**src/rtl/seg7_scan_ctrl_if.sv**
```systemverilog
// Signal bundle between a display source and the seven-segment scan controller.
// The source drives control and value inputs; the controller drives the pins.
interface seg7_scan_ctrl_if;
  logic        tick;
  logic        disp_en;
  logic        lz_en;
  logic        load;
  logic [15:0] value;
  logic [3:0]  dp_in;
  logic [3:0]  an;
  logic [6:0]  seg;
  logic        dp_n;
  logic        pending;
  logic        frame_done;

  modport master (
    output tick, disp_en, lz_en, load, value, dp_in,
    input  an, seg, dp_n, pending, frame_done
  );

  modport slave (
    input  tick, disp_en, lz_en, load, value, dp_in,
    output an, seg, dp_n, pending, frame_done
  );
endinterface

```
**src/rtl/seg7_scan_ctrl.sv**
```systemverilog
// Basys-3 four-digit seven-segment scanner: one digit lit at a time with a blanking
// gap between digits, and a shadow value that is applied only at frame boundaries.
module seg7_scan_ctrl #(
  parameter int BLANK_CYCLES = 16
) (
  input logic             clk,
  input logic             clr_n,
  seg7_scan_ctrl_if.slave bus
);

  typedef enum logic {BLANK, ON} state_t;

  localparam logic [7:0] GapLast = 8'(BLANK_CYCLES - 1);

  state_t      state_q, state_d;
  logic [1:0]  idx_q, idx_d;
  logic [7:0]  gap_q, gap_d;
  logic [15:0] active_q, active_d;
  logic [15:0] shadow_q, shadow_d;
  logic [3:0]  dp_act_q, dp_act_d;
  logic [3:0]  dp_shadow_q, dp_shadow_d;
  logic        pending_q, pending_d;
  logic [3:0]  an_q, an_d;
  logic [6:0]  seg_q, seg_d;
  logic        dp_n_q, dp_n_d;
  logic        frame_done_q, frame_done_d;

  logic        apply;
  logic [3:0]  nibble;
  logic        upperZero;

  function automatic logic [6:0] hexToSeg(input logic [3:0] h);
    logic [6:0] s;
    case (h)
      4'h0: s = 7'b1000000;
      4'h1: s = 7'b1111001;
      4'h2: s = 7'b0100100;
      4'h3: s = 7'b0110000;
      4'h4: s = 7'b0011001;
      4'h5: s = 7'b0010010;
      4'h6: s = 7'b0000010;
      4'h7: s = 7'b1111000;
      4'h8: s = 7'b0000000;
      4'h9: s = 7'b0010000;
      4'hA: s = 7'b0001000;
      4'hB: s = 7'b0000011;
      4'hC: s = 7'b1000110;
      4'hD: s = 7'b0100001;
      4'hE: s = 7'b0000110;
      default: s = 7'b0001110;
    endcase
    return s;
  endfunction

  // upperZero: this digit and every more-significant digit are zero (digit 0 never blanks)
  always_comb begin
    nibble    = active_q[3:0];
    upperZero = 1'b0;
    case (idx_q)
      2'd0: begin
        nibble    = active_q[3:0];
        upperZero = 1'b0;
      end
      2'd1: begin
        nibble    = active_q[7:4];
        upperZero = (active_q[15:4] == 12'h000);
      end
      2'd2: begin
        nibble    = active_q[11:8];
        upperZero = (active_q[15:8] == 8'h00);
      end
      default: begin
        nibble    = active_q[15:12];
        upperZero = (active_q[15:12] == 4'h0);
      end
    endcase
  end

  always_comb begin
    state_d      = state_q;
    idx_d        = idx_q;
    gap_d        = gap_q;
    active_d     = active_q;
    shadow_d     = shadow_q;
    dp_act_d     = dp_act_q;
    dp_shadow_d  = dp_shadow_q;
    pending_d    = pending_q;
    seg_d        = seg_q;
    dp_n_d       = dp_n_q;
    frame_done_d = 1'b0;
    apply        = 1'b0;
    an_d         = 4'b1111;

    if (state_q == ON && bus.disp_en) begin
      an_d = ~(4'b0001 << idx_q);
    end

    case (state_q)
      BLANK: begin
        seg_d  = (bus.lz_en && upperZero) ? 7'b1111111 : hexToSeg(nibble);
        dp_n_d = ~dp_act_q[idx_q];
        if (gap_q == GapLast) begin
          state_d = ON;
        end else begin
          gap_d = gap_q + 8'd1;
        end
      end
      default: begin
        if (bus.tick) begin
          state_d = BLANK;
          gap_d   = 8'd0;
          if (idx_q == 2'd3) begin
            idx_d        = 2'd0;
            frame_done_d = 1'b1;
            apply        = 1'b1;
          end else begin
            idx_d = idx_q + 2'd1;
          end
        end
      end
    endcase

    if (apply && pending_q) begin
      active_d  = shadow_q;
      dp_act_d  = dp_shadow_q;
      pending_d = 1'b0;
    end

    // A load coinciding with the frame boundary bypasses the shadow entirely
    if (bus.load) begin
      if (apply) begin
        active_d  = bus.value;
        dp_act_d  = bus.dp_in;
        pending_d = 1'b0;
      end else begin
        shadow_d    = bus.value;
        dp_shadow_d = bus.dp_in;
        pending_d   = 1'b1;
      end
    end
  end

  always_ff @(posedge clk) begin
    if (!clr_n) begin
      state_q      <= BLANK;
      idx_q        <= 2'd0;
      gap_q        <= 8'd0;
      active_q     <= 16'h0000;
      shadow_q     <= 16'h0000;
      dp_act_q     <= 4'h0;
      dp_shadow_q  <= 4'h0;
      pending_q    <= 1'b0;
      an_q         <= 4'b1111;
      seg_q        <= 7'b1111111;
      dp_n_q       <= 1'b1;
      frame_done_q <= 1'b0;
    end else begin
      state_q      <= state_d;
      idx_q        <= idx_d;
      gap_q        <= gap_d;
      active_q     <= active_d;
      shadow_q     <= shadow_d;
      dp_act_q     <= dp_act_d;
      dp_shadow_q  <= dp_shadow_d;
      pending_q    <= pending_d;
      an_q         <= an_d;
      seg_q        <= seg_d;
      dp_n_q       <= dp_n_d;
      frame_done_q <= frame_done_d;
    end
  end

  assign bus.an         = an_q;
  assign bus.seg        = seg_q;
  assign bus.dp_n       = dp_n_q;
  assign bus.pending    = pending_q;
  assign bus.frame_done = frame_done_q;

endmodule
```
**src/flat_wrapper.sv**
```systemverilog
// flat-port wrapper written by rule: the top's interface ports become plain ports
module seg7_scan_ctrl_flat 
#(
  parameter int BLANK_CYCLES = 16
)
  (clk, clr_n, bus_tick, bus_disp_en, bus_lz_en, bus_load, bus_value, bus_dp_in, bus_an, bus_seg, bus_dp_n, bus_pending, bus_frame_done);
  seg7_scan_ctrl_if bus_i ();
  input logic clk;
  input logic clr_n;
  input wire logic [$bits(bus_i.tick)-1:0] bus_tick;
  input wire logic [$bits(bus_i.disp_en)-1:0] bus_disp_en;
  input wire logic [$bits(bus_i.lz_en)-1:0] bus_lz_en;
  input wire logic [$bits(bus_i.load)-1:0] bus_load;
  input wire logic [$bits(bus_i.value)-1:0] bus_value;
  input wire logic [$bits(bus_i.dp_in)-1:0] bus_dp_in;
  output wire logic [$bits(bus_i.an)-1:0] bus_an;
  output wire logic [$bits(bus_i.seg)-1:0] bus_seg;
  output wire logic [$bits(bus_i.dp_n)-1:0] bus_dp_n;
  output wire logic [$bits(bus_i.pending)-1:0] bus_pending;
  output wire logic [$bits(bus_i.frame_done)-1:0] bus_frame_done;
  assign bus_i.tick = bus_tick;
  assign bus_i.disp_en = bus_disp_en;
  assign bus_i.lz_en = bus_lz_en;
  assign bus_i.load = bus_load;
  assign bus_i.value = bus_value;
  assign bus_i.dp_in = bus_dp_in;
  assign bus_an = bus_i.an;
  assign bus_seg = bus_i.seg;
  assign bus_dp_n = bus_i.dp_n;
  assign bus_pending = bus_i.pending;
  assign bus_frame_done = bus_i.frame_done;
  seg7_scan_ctrl #(.BLANK_CYCLES(BLANK_CYCLES)) u_core (.clk(clk), .clr_n(clr_n), .bus(bus_i));
endmodule
```
**config.mk**
```make
export PLATFORM = sky130hd
export DESIGN_NAME = seg7_scan_ctrl_flat
export DESIGN_NICKNAME = d
export VERILOG_FILES = /design/src/rtl/seg7_scan_ctrl_if.sv /design/src/rtl/seg7_scan_ctrl.sv /design/src/flat_wrapper.sv
export SDC_FILE = /design/constraint.sdc
export NUM_CORES = 1
export LEC_CHECK = 0
export CAP_MARGIN = 20
export CORE_UTILIZATION = 50
export DETAILED_ROUTE_END_ITERATION = 12
export GPL_TIMING_DRIVEN = 0
export PLACE_DENSITY = 0.78
export SYNTH_ARGS = -nofsm -noshare
export SYNTH_HDL_FRONTEND = slang
export SYNTH_SLANG_ARGS = --single-unit
```
**constraint.sdc**
```tcl
create_clock -name clk -period 6.1 [get_ports clk]
set_clock_uncertainty 0.1 [all_clocks]
set_input_delay 1.525 -clock clk [delete_from_list [all_inputs] [get_ports clk]]
set_output_delay 1.525 -clock clk [all_outputs]
set_load 0.01 [all_outputs]
```
# == Yosys cells after proc, flatten, opt, wreduce, memory -nomap -nowiden ==
# Memory sizes are Yosys's and may differ from the RTL's.
# Cells that the tools add are included.
# word_totals
ff_bits,65
rom_bits,112
output_inout_bits,14
word_cells,62
n_memories,1
# classes
n_addsub,2
magnitude_cmp,1
eq_ne,6
shifts,1
muxes,24
n_bitwise,3
n_reduce_logical,12
# mem_list
memory,depth,width,read_ports,rd_clocked_by_memory_dff,write_ports,line_no,rtl
(no name shown),16,7,1,0,0,seg7_scan_ctrl.sv:34,case (h)
# op_table
op,count
16-bit 2-to-1 mux,3
8-bit 2-to-1 mux,3
12-bit zero test,1
4-bit 2-to-1 mux,3
4-bit case mux with 3 select lines,1
1-bit 2-to-1 mux,10
8-bit by 1-bit adder with 8-bit output (second input constant),1
8-bit by 4-bit equality test with 1-bit output (second input constant),1
8-bit zero test,1
2-bit AND reduction,4
7-bit 2-to-1 mux,1
2-bit equality test (second input constant),2
4-bit zero test,1
4-bit inverter,1
1-bit by 2-bit << shifter with 4-bit output (first input constant),1
1-bit logical AND,3
2-bit by 3-bit < comparator with 1-bit output (second input constant),1
1-bit case mux with 3 select lines,1
2-bit by 1-bit adder with 2-bit output (second input constant),1
1-bit binary-select mux with 2-bit select,1
2-bit by 1-bit equality test with 1-bit output (second input constant),1
2-bit zero test,1
2-bit 2-to-1 mux,1
2-bit by 1-bit inequality test with 1-bit output (second input constant),1
3 further kinds,4

# == Depth between registers and ports, before layout ==
# depth
word_depth,8
mapped_depth,11
mapped_depth_nobuf,11

# == Worst setup path before layout ==
# No wires, ideal clock.
# synth_timing
path_kind,input to register
startpoint,input bus_load
endpoint,register u_core.active_q[10]
setup_ps,133
arrival_time_ps,2360
slack_ps,3508
path_stages,4
path_cell_list,clkbuf_1 clkbuf_1 mux2i_1 a21oi_1
# synth_via
elab_chain_cells,1
# synth_lines
element,line_no,rtl
start: declaration,flat_wrapper.sv:13,input wire logic [$bits(bus_i.load)-1:0] bus_load;
16-bit 2-to-1 mux,seg7_scan_ctrl.sv:130,if (bus.load) begin
end signal: assignment,seg7_scan_ctrl.sv:161,active_q <= active_d;
end: declaration,seg7_scan_ctrl.sv:18,"logic [15:0] active_q, active_d;"
# Every way passes these cells.
# A chain may end at the register's enable or synchronous reset.

# == Final worst setup path ==
# layout_timing
startpoint,input bus_tick
endpoint,register u_core.active_q[11]
# layout_via
elab_chain_cells,6
# layout_lines
element,line_no,rtl
start: declaration,flat_wrapper.sv:10,input wire logic [$bits(bus_i.tick)-1:0] bus_tick;
1-bit 2-to-1 mux (*),seg7_scan_ctrl.sv:109,if (bus.tick) begin
1-bit 2-to-1 mux (*),seg7_scan_ctrl.sv:98,case (state_q)
1-bit logical AND,seg7_scan_ctrl.sv:123,if (apply && pending_q) begin
16-bit 2-to-1 mux,seg7_scan_ctrl.sv:123,
16-bit 2-to-1 mux,seg7_scan_ctrl.sv:131,if (apply) begin
16-bit 2-to-1 mux (*),seg7_scan_ctrl.sv:130,
# Mark *: on every way between the ends. The rest lies on a longest branch, timed or not.

==> impl_metrics.tcl <==
set metrics [dict create \
    status "finished clean" \
    synth_area_um2 3160 \
    timing.final.crit_share_pct 52.8 \
    cts_buffers 9 \
    cts_resized 0 \
    grt.total_usage_pct 22.9 \
    cts_tree "built" \
    layout.nets 456 \
    wl_um 7000 \
    clk_pin_slew_worst_paths_ns 0.07 \
    synthFlopType "dfxtp_1" \
    tightest_slew_ns 0.669 \
    synth_top_family_by_area "compound AO/OA/AOI/OAI gates" \
    ir_drop_mv 0.170 \
    dp_hpwl_um 5090 \
    grt_overflow_total 0 \
    gp_congestion 0.839 \
    path_cells "clkdlybuf4s50_1 > nand3_1 > nor2_1 > clkbuf_1 > o21ai_0 > a21oi_1" \
    avgSynthCellArea_um2 8.56 \
    synth_top_area_cell "dfxtp_1" \
    drt-wirelength-per-cell_um 14.1 \
    worstPathArrival_ns 3.39 \
    slowest_delay_ns 0.57 \
    grt_pass1_wl_um 11400 \
    core_um2 5990 \
    dieHeight_um 81.5 \
    ctsRootBufferMaster "clkbuf_8" \
    setup_viol 0 \
    die_area_um2 6640 \
    synth_mux_area_share_pct 8.83 \
    clk_latency_ns 0.34 \
    synth_simple_gate_area_share_pct 19.6 \
    tns_ns 0 \
    io_buffers 38 \
    post_dp_cell_area_um2 3630 \
    critical_path_class "primary input to register" \
    cts.sinks 65 \
    relSlewSlack_pct 55.4 \
    cts_htree_levels 3 \
    yosysMostFrequentCell "dfxtp_1" \
    synth_compound_area_share_pct 20.4 \
    drt-pass1-iter-count 5 \
    maxCapViolations 0 \
    grt_max_degree 11 \
    critPathMaxFanout 10 \
    syn_inst 369 \
    ys_ff_latch 65 \
    synth-edff-count 0 \
    crit_path_end_kind "register" \
    syn2layout_area_growth_pct 21.6 \
    hold_path.class "register to register" \
    die_x_um 81.5 \
    drt-initial-drc-count 143 \
    yosys.area_share.adder_pct 4.75 \
    max_freq_mhz 310 \
    syn-num-nets 407 \
    worst_hold_slack_ns 0.359 \
    rsz0062_at_grt "false" \
    synthTopCellsByArea "dfxtp_1 (41%), nand2_1 (7.4%), mux2i_1 (7.3%)" \
    synthTopCellsByCount "dfxtp_1 (65), nand2_1 (62), nor2_1 (31)" \
    hold_violations 0 \
    diodes 0 \
    route.detailed.drc 0 \
    vias 2731 \
    drv_slew 0 \
    synth_top_area_share_pct 41.2 \
    cp-start-kind "primary input" \
    drive_above_1_share_pct 5.91 \
    yosys.area_share.xor_xnor_pct 1.39 \
    power_density_nw_per_um2 236 \
    postLayoutCellArea_um2 3840 \
    p_leak_nw 1.49 \
    ff2ff_setup_slack_ns 3.28 \
    grt_pass1_vias 2411 \
    async_flop_share_pct 0 \
    worst_path_max_delay_cell "clkdlybuf4s50_1" \
    avgViaCountPerCell 5.48 \
    io_pins 40 \
    hold_buffers 0 \
    nFillCells 516 \
    start_util_pct 52.7 \
    synth.distinct_cells 42 \
    antenna_found_initial 0 \
    ant_nets 0 \
    cts_buffer_depth 2 \
    post-cts-setup-buffers 0 \
    ys_warn_count 0 \
    required_ns 6.26 \
    final_core_util_pct 64.1 \
    layout_min_cycle_time_ns 3.22 \
    rows 28 \
    ys_seq_area_share_pct 41.2 \
]
==> state kept, by name, indices dropped and copies added, names as in the netlist <==
| register | cells |
|---|---|
| u_core.dp_shadow_q | 4 |
| u_core.bus.an | 4 |
| u_core.bus.seg | 7 |
| u_core.shadow_q | 16 |
| u_core.active_q | 16 |
| u_core.idx_q | 2 |
| u_core.state_q | 1 |
| u_core.bus.frame_done | 1 |
| u_core.dp_act_q | 4 |
| u_core.gap_q | 8 |
| u_core.bus.pending | 1 |
| u_core.bus.dp_n | 1 |
==> critical path: cells and delay by family <==
family	cells	cell delay, ns
AND/OR/NAND/NOR	2	0.66
buffers and inverters	2	0.91
AO/OA/AOI/OAI	2	0.29
==> per-stage QoR <==
stage,setup WS [ns],power [mW],cells
floorplan,3.51,0.494,369
global placement,2.63,0.528,482
detailed placement,2.60,0.530,482
CTS,2.95,0.907,498
global route,2.71,0.934,498
finish,2.88,0.906,498
==> worst paths after layout <==
check                              startpoint  depth (start not counted)                          endpoint
max                                  bus_tick                          6    u_core.active_q[11]$_SDFF_PN0_
min          u_core.shadow_q[13]$_SDFFE_PN0P_                          2  u_core.shadow_q[13]$_SDFFE_PN0P_
max reg2reg      u_core.idx_q[1]$_SDFFE_PN0P_                         10    u_core.bus.seg[3]$_SDFFE_PN1N_
min reg2reg  u_core.shadow_q[13]$_SDFFE_PN0P_                          2  u_core.shadow_q[13]$_SDFFE_PN0P_
==> metal layers <==
layer	vias up	wire length, um	global-route usage (%)
met5	-	0	0
met1	1270	3360	29.5
met2	59	3210	36.0
li1	1383	-	-
met3	19	249	4.56
met4	0	177	11.8
==> power breakdown <==
| group | internal [mW] | leakage (nW) | switching (mW) | total, mW |
|---|---|---|---|---|
| sequential | 0.436 | 0.531 | 0.00669 | 0.443 |
| combinational | 0.0402 | 0.852 | 0.0382 | 0.0784 |
| clock | 0.222 | 0.107 | 0.163 | 0.385 |
| total | 0.698 | 1.49 | 0.207 | 0.906 |
==> placed cells by master (no fill, tap or decap), types with 3 or more instances in the layout <==
cell / Yosys / final
o22a_1: 3 / 3
clkbuf_8: 0 / 12
clkdlybuf4s50_1: 0 / 38
inv_1: 10 / 10
nand2_1: 62 / 62
nor2_1: 31 / 31
and3_1: 4 / 4
and2_1: 3 / 3
o21ai_0: 19 / 19
nor3_1: 4 / 4
a21boi_0: 22 / 22
a21oi_1: 26 / 26
o221ai_1: 4 / 4
o22ai_1: 3 / 3
nand3_1: 6 / 6
clkbuf_1: 17 / 19
mux2i_1: 23 / 23
a222oi_1: 3 / 3
dfxtp_1: 65 / 65
o32a_1: 3 / 3
nor4_1: 3 / 3
xnor2_1: 5 / 5
nand2b_1: 17 / 17
ha_1: 12 / 12
nor2b_1: 3 / 3
==> cell type report <==
cell class / count / area [um2] / area share, %
flip-flops and latches: 65 / 1300 / 33.9
clock inverters: 2 / 35.0 / 0.912
repair buffers: 38 / 380 / 9.90
inverters: 10 / 37.5 / 0.977
plain buffers: 20 / 83.8 / 2.18
multi-input cells: 274 / 1740 / 45.2
clock buffers: 14 / 173 / 4.50
well taps: 75 / 93.8 / 2.44
==> kinds of logic (layout without fill, tap and decap cells) <==
kind of cell / after synthesis / after routing
simple gates: 138 / 138
compound gates: 93 / 93
flops: 65 / 65
buf+inv: 30 / 84
mux: 26 / 26
fa+ha+maj: 12 / 12
xor+xnor: 5 / 5
No activity file was read; power rests on OpenSTA's default activity.
